[src/rtl/dragon_hit_judge.sv]
// dragon_hit_judge: player projectile, dragon hit test, kill request and kill score.
// Ports: clk_22/rst, fire, p_x/p_y, d_x/d_y, show_valid -> life_state, b_x/b_y, b_valid, score.
module dragon_hit_judge #(
    parameter int unsigned BULLET_STEP = 8,
    parameter int unsigned BULLET_W    = 8,
    parameter int unsigned BULLET_H    = 4,
    parameter int unsigned DRAGON_W    = 40,
    parameter int unsigned DRAGON_H    = 40,
    parameter int unsigned SCREEN_W    = 640,
    parameter int unsigned HOLD_MAX    = 15,
    parameter int unsigned SCORE_MAX   = 999
) (
    input  logic       clk_22,
    input  logic       rst,
    input  logic       fire,
    input  logic [9:0] p_x,
    input  logic [9:0] p_y,
    input  logic [9:0] d_x,
    input  logic [9:0] d_y,
    input  logic       show_valid,
    output logic       life_state,
    output logic [9:0] b_x,
    output logic [9:0] b_y,
    output logic       b_valid,
    output logic [9:0] score
);

    localparam logic [1:0] S_IDLE = 2'd0;
    localparam logic [1:0] S_FLY  = 2'd1;
    localparam logic [1:0] S_HOLD = 2'd2;

    localparam int unsigned HW = $clog2(HOLD_MAX + 1);

    localparam logic [10:0] BW11  = 11'(BULLET_W);
    localparam logic [10:0] BH11  = 11'(BULLET_H);
    localparam logic [10:0] DW11  = 11'(DRAGON_W);
    localparam logic [10:0] DH11  = 11'(DRAGON_H);
    localparam logic [10:0] XLIM  = 11'(SCREEN_W - BULLET_STEP);
    localparam logic [9:0]  STEP  = 10'(BULLET_STEP);
    localparam logic [9:0]  SMAX  = 10'(SCORE_MAX);
    localparam logic [HW-1:0] HMAX = HW'(HOLD_MAX);

    logic [1:0]    state_q, state_d;
    logic          fire_q;
    logic          life_q, life_d;
    logic          bvalid_q, bvalid_d;
    logic [9:0]    bx_q, bx_d;
    logic [9:0]    by_q, by_d;
    logic [9:0]    score_q, score_d;
    logic [HW-1:0] hold_q, hold_d;

    logic        fire_rise;
    logic        overlap;
    logic [10:0] bx_e, by_e, dx_e, dy_e;

    assign fire_rise = fire & ~fire_q;

    // Widen to 11 bits so box edges near 1023 never wrap.
    assign bx_e = {1'b0, bx_q};
    assign by_e = {1'b0, by_q};
    assign dx_e = {1'b0, d_x};
    assign dy_e = {1'b0, d_y};

    // Strict compares: boxes that only touch do not overlap.
    assign overlap = (bx_e < dx_e + DW11) && (bx_e + BW11 > dx_e) &&
                     (by_e < dy_e + DH11) && (by_e + BH11 > dy_e);

    always_comb begin
        state_d  = state_q;
        life_d   = life_q;
        bvalid_d = bvalid_q;
        bx_d     = bx_q;
        by_d     = by_q;
        score_d  = score_q;
        hold_d   = hold_q;
        unique case (state_q)
            S_IDLE: begin
                if (fire_rise) begin
                    bx_d     = p_x;
                    by_d     = p_y;
                    bvalid_d = 1'b1;
                    state_d  = S_FLY;
                end
            end
            S_FLY: begin
                if (overlap && show_valid) begin
                    life_d   = 1'b1;
                    bvalid_d = 1'b0;
                    score_d  = (score_q >= SMAX) ? SMAX : score_q + 10'd1;
                    hold_d   = '0;
                    state_d  = S_HOLD;
                end else if (bx_e >= XLIM) begin
                    bvalid_d = 1'b0;
                    state_d  = S_IDLE;
                end else begin
                    bx_d = bx_q + STEP;
                end
            end
            S_HOLD: begin
                // The first HOLD cycle never exits, so the mover sees
                // at least one edge with life_state high.
                if ((!show_valid && hold_q != '0) || hold_q == HMAX) begin
                    life_d  = 1'b0;
                    state_d = S_IDLE;
                end else begin
                    hold_d = hold_q + 1'b1;
                end
            end
            default: begin
                life_d   = 1'b0;
                bvalid_d = 1'b0;
                state_d  = S_IDLE;
            end
        endcase
    end

    always_ff @(posedge clk_22) begin
        if (rst) begin
            state_q  <= S_IDLE;
            fire_q   <= 1'b0;
            life_q   <= 1'b0;
            bvalid_q <= 1'b0;
            bx_q     <= '0;
            by_q     <= '0;
            score_q  <= '0;
            hold_q   <= '0;
        end else begin
            state_q  <= state_d;
            fire_q   <= fire;
            life_q   <= life_d;
            bvalid_q <= bvalid_d;
            bx_q     <= bx_d;
            by_q     <= by_d;
            score_q  <= score_d;
            hold_q   <= hold_d;
        end
    end

    assign life_state = life_q;
    assign b_valid    = bvalid_q;
    assign b_x        = bx_q;
    assign b_y        = by_q;
    assign score      = score_q;

endmodule
[config.mk]
export PLATFORM = sky130hd
export DESIGN_NAME = dragon_hit_judge
export DESIGN_NICKNAME = d
export VERILOG_FILES = /design/src/rtl/dragon_hit_judge.sv
export SDC_FILE = /design/constraint.sdc
export NUM_CORES = 1
export LEC_CHECK = 0
export CAP_MARGIN = 10
export CORE_MARGIN = 5
export CORE_UTILIZATION = 50
export CTS_CLUSTER_DIAMETER = 200
export DETAILED_ROUTE_END_ITERATION = 10
export MAX_ROUTING_LAYER = met4
export PLACE_DENSITY = 0.85
export SLEW_MARGIN = 20
export SYNTH_ARGS = -nofsm -noshare
export SYNTH_HDL_FRONTEND = slang
export SYNTH_SLANG_ARGS = --single-unit
[constraint.sdc]
create_clock -name clk_22 -period 3.5 [get_ports clk_22]
set_clock_uncertainty 0.1 [all_clocks]
set_input_delay 0.35 -clock clk_22 [delete_from_list [all_inputs] [get_ports clk_22]]
set_output_delay 0.35 -clock clk_22 [all_outputs]
set_load 0.02 [all_outputs]
==> results.toml, run 1 <==
[flow_run]
cap_viol_max_count = 0

[synthesis]
syn_area_mm2 = 0.00305
synth_edf_count = 0
synth_top_cells_by_area = "dfxtp_1 (26%), ha_1 (17%), a21oi_1 (6.4%)"
ys_seq_area_frac = 0.256
ys_types = 56
synth_ff_type = "dfxtp_1"
synth_top_area_frac = 0.256
netlist_instances = 377
ys_warn_count = 0
syn_nets = 463
ys_ff_latch = 39
yosysMostFrequentCell = "nand2_1"
synth_area_leader_cell = "dfxtp_1"
avgSynthCellArea_um2 = 8.08
async_flop_share = 0
synth_commonest_cells = "nand2_1 (50), ha_1 (42), a21oi_1 (39), dfxtp_1 (39), inv_1 (26)"

[place]
port_buffers = 75
gp_congestion = 0.936
dp_hpwl_mm = 6.27
place_area_mm2 = 0.00387

[worst_setup_path]
rr_worst_depth = 12
path_delay_family = "simple AND/OR/NAND/NOR gates"
end_kind = "flip-flop"
reg2reg_setup_slack_ps = 380
slowest_stage = "dfxtp_1"
startpoint_type = "flip-flop"
critPathMaxStageDelay_ps = 460
r2r-end = "score[7]"
endpoint = "score[7]"
arrival_ps = 3170
cp_cell_sequence = "ha_1, nand3_1, nor2_1, xor2_1, ha_1, nand3_1, a211oi_1, nor4_1, a22oi_1, nand4_1, and4bb_1, a211oi_2"
path_class = "reg -> reg"
cp_num_buf_inv = 0
r2r_start = "b_y[2]"
critPathLaunch = "b_y[2]"
crit_required_ps = 3550
crit_fanout = 7
critical_path_depth = 12

[timing]
period_share = 0.891
setup_tns_ps = 0
max_freq_mhz = 321
finalHoldViolCount = 0
tightest_slew_ps = 710
slew_headroom = 0.525
holdWs_ps = 389
grt_setup_unrepaired = "no"
fin_crit_ps = 3120
finalSetupViolCount = 0
drv_slew = 0

[detailed_routing]
wl_mm = 7.90
via_per_inst = 5.62
drtIter0Drc = 129
ant_nets = 0
drtPass1Iterations = 4
remaining_drc_errors = 0
wl_per_cell_um = 15.0
num_vias = 2968

[power_and_ir_drop]
p_leak_nw = 1.66
comb_power_share = 0.308
swShare = 0.318
ir_worst_vdd_uv = 189
power.density_mw_per_mm2 = 307
power_switching_mw = 0.388
p_int_mw = 0.832
p_seq_frac = 0.413
p_clk_frac = 0.279

[clock_tree]
clockBufferDepth = 2
clkSinkCount = 39
post_cts_buffers = 0
clk_pin_slew_worst_paths_ps = 80
cts_tree = "yes"
cts_made_buffers = 5
clock_latency_ps = 290
htreeDepth = 2
post_cts_resize_count = 0
cts_hold_buf = 0
root_buffer = "clkbuf_8"

[global_routing]
track_usage = 0.214
met2_usage = 0.339
grt-ovfl-total = 0
use_met1 = 0.279
grt_busiest_layer = "met2"
grt_pass1_wl_mm = 13.0
grt_pass1_vias = 2850
grt_start_max_net_pins = 21
antenna_found_initial = 0
met3_usage = 0.0348

[cells_and_area]
fillers = 503
post-route-util = 0.670
drive_gt1_frac = 0.0640
nNetsFinal = 538
n_antenna_cell = 0
design_area_mm2 = 0.00397
areaGrowthSynthToFinish_pct = 30.2

[hold_path]
min_path_type = "reg -> reg"

[floorplan]
coreArea_mm2 = 0.00592
die_h_um = 88.1
start_util = 0.515
dieArea_mm2 = 0.00775
row_count = 28
ios = 76
die_w_um = 88.1

[outcome]
outcome = "complete, no violations"
flip-flops by register name, indices dropped and copies added, names as in the netlist:
signal	count
state_q	2
b_y	10
score	10
hold_q	4
b_x	10
b_valid	1
fire_q	1
life_state	1
tightest hold or removal path, stage by stage, from the launching register on:
cell,delay (ps)
dfxtp_1,330
nand2_1,60
a21oi_1,50
per-stage QoR:
stage / setup WS, ps / instances / power (mW)
final: 382 / 528 / 1.22
after global routing: 43.3 / 528 / 1.29
after CTS: 366 / 528 / 1.22
after detailed placement: 94.2 / 520 / 0.888
after global placement: 147 / 520 / 0.876
after floorplan: 620 / 377 / 0.735
layout make-up:
type                    count  area, µm²  share of cell area
multi-input cells         297       2100               0.528
well taps                  75       93.8              0.0237
clock buffers               8        100              0.0252
flip-flops and latches     39        781               0.197
repair buffers             80        788               0.199
inverters                  29        109              0.0274
cells by family (layout without fill, tap and decap cells):
| group | after synthesis | after routing | share of synthesized area |
|---|---|---|---|
| compound gates | 91 | 91 | 0.195 |
| xor+xnor | 21 | 21 | 0.0604 |
| fa+ha+maj | 42 | 42 | 0.172 |
| buf+inv | 41 | 117 | 0.0579 |
| flops | 39 | 39 | 0.256 |
| mux | 4 | 4 | 0.0131 |
| simple gates | 139 | 139 | 0.244 |
layout by cell type (no fill, tap or decap), drive strengths merged, types with 6 or more instances in the layout:
cell           Yosys  layout
clkbuf             9       8
o21ai             12      12
nand3             21      21
xnor2             15      15
inv               28      28
a21oi             39      39
ha                42      42
a311oi             6       6
nor2b              6       6
xor2               6       6
nor3               7       7
nor2              20      20
dfxtp             39      39
nand4              6       6
clkdlybuf4s50      0      75
nand2             51      51
how the worst min path moves through the flow:
stage | startpoint | end | slack [ps] | cells after the start
after floorplan | hold_q[3] | hold_q[3] | 340 | 1
after global placement | b_x[0] | b_x[0] | 360 | 2
after detailed placement | b_y[1] | b_y[1] | 380 | 2
after CTS | b_y[1] | b_y[1] | 390 | 2
after global routing | b_x[0] | b_x[0] | 400 | 2
final | b_y[1] | b_y[1] | 390 | 2
power groups by stage:
stage	Clock, mW	Sequential, mW	Combinational [mW]
6_report	0.341	0.504	0.375
5_1_grt	0.366	0.508	0.414
4_1_cts	0.345	0.503	0.377
3_5_place_dp	0	0.513	0.375
3_3_place_gp	0	0.512	0.363
2_1_floorplan	0	0.527	0.208
per-layer routing:
layer | vias to the layer above | routed length [µm]
met3 | 11 | 365
li1 | 1507 | -
met2 | 69 | 3770
met5 | - | 0
met4 | 0 | 144
met1 | 1381 | 3620
No activity file was read; power rests on OpenSTA's default activity.
==> inputs of run 2 (changes only) <==
- SKIP_CTS_REPAIR_TIMING: default -> 1
==> results of run 2 <==
Same layout as run 1: the final DEF is identical, and so are final timing and power.
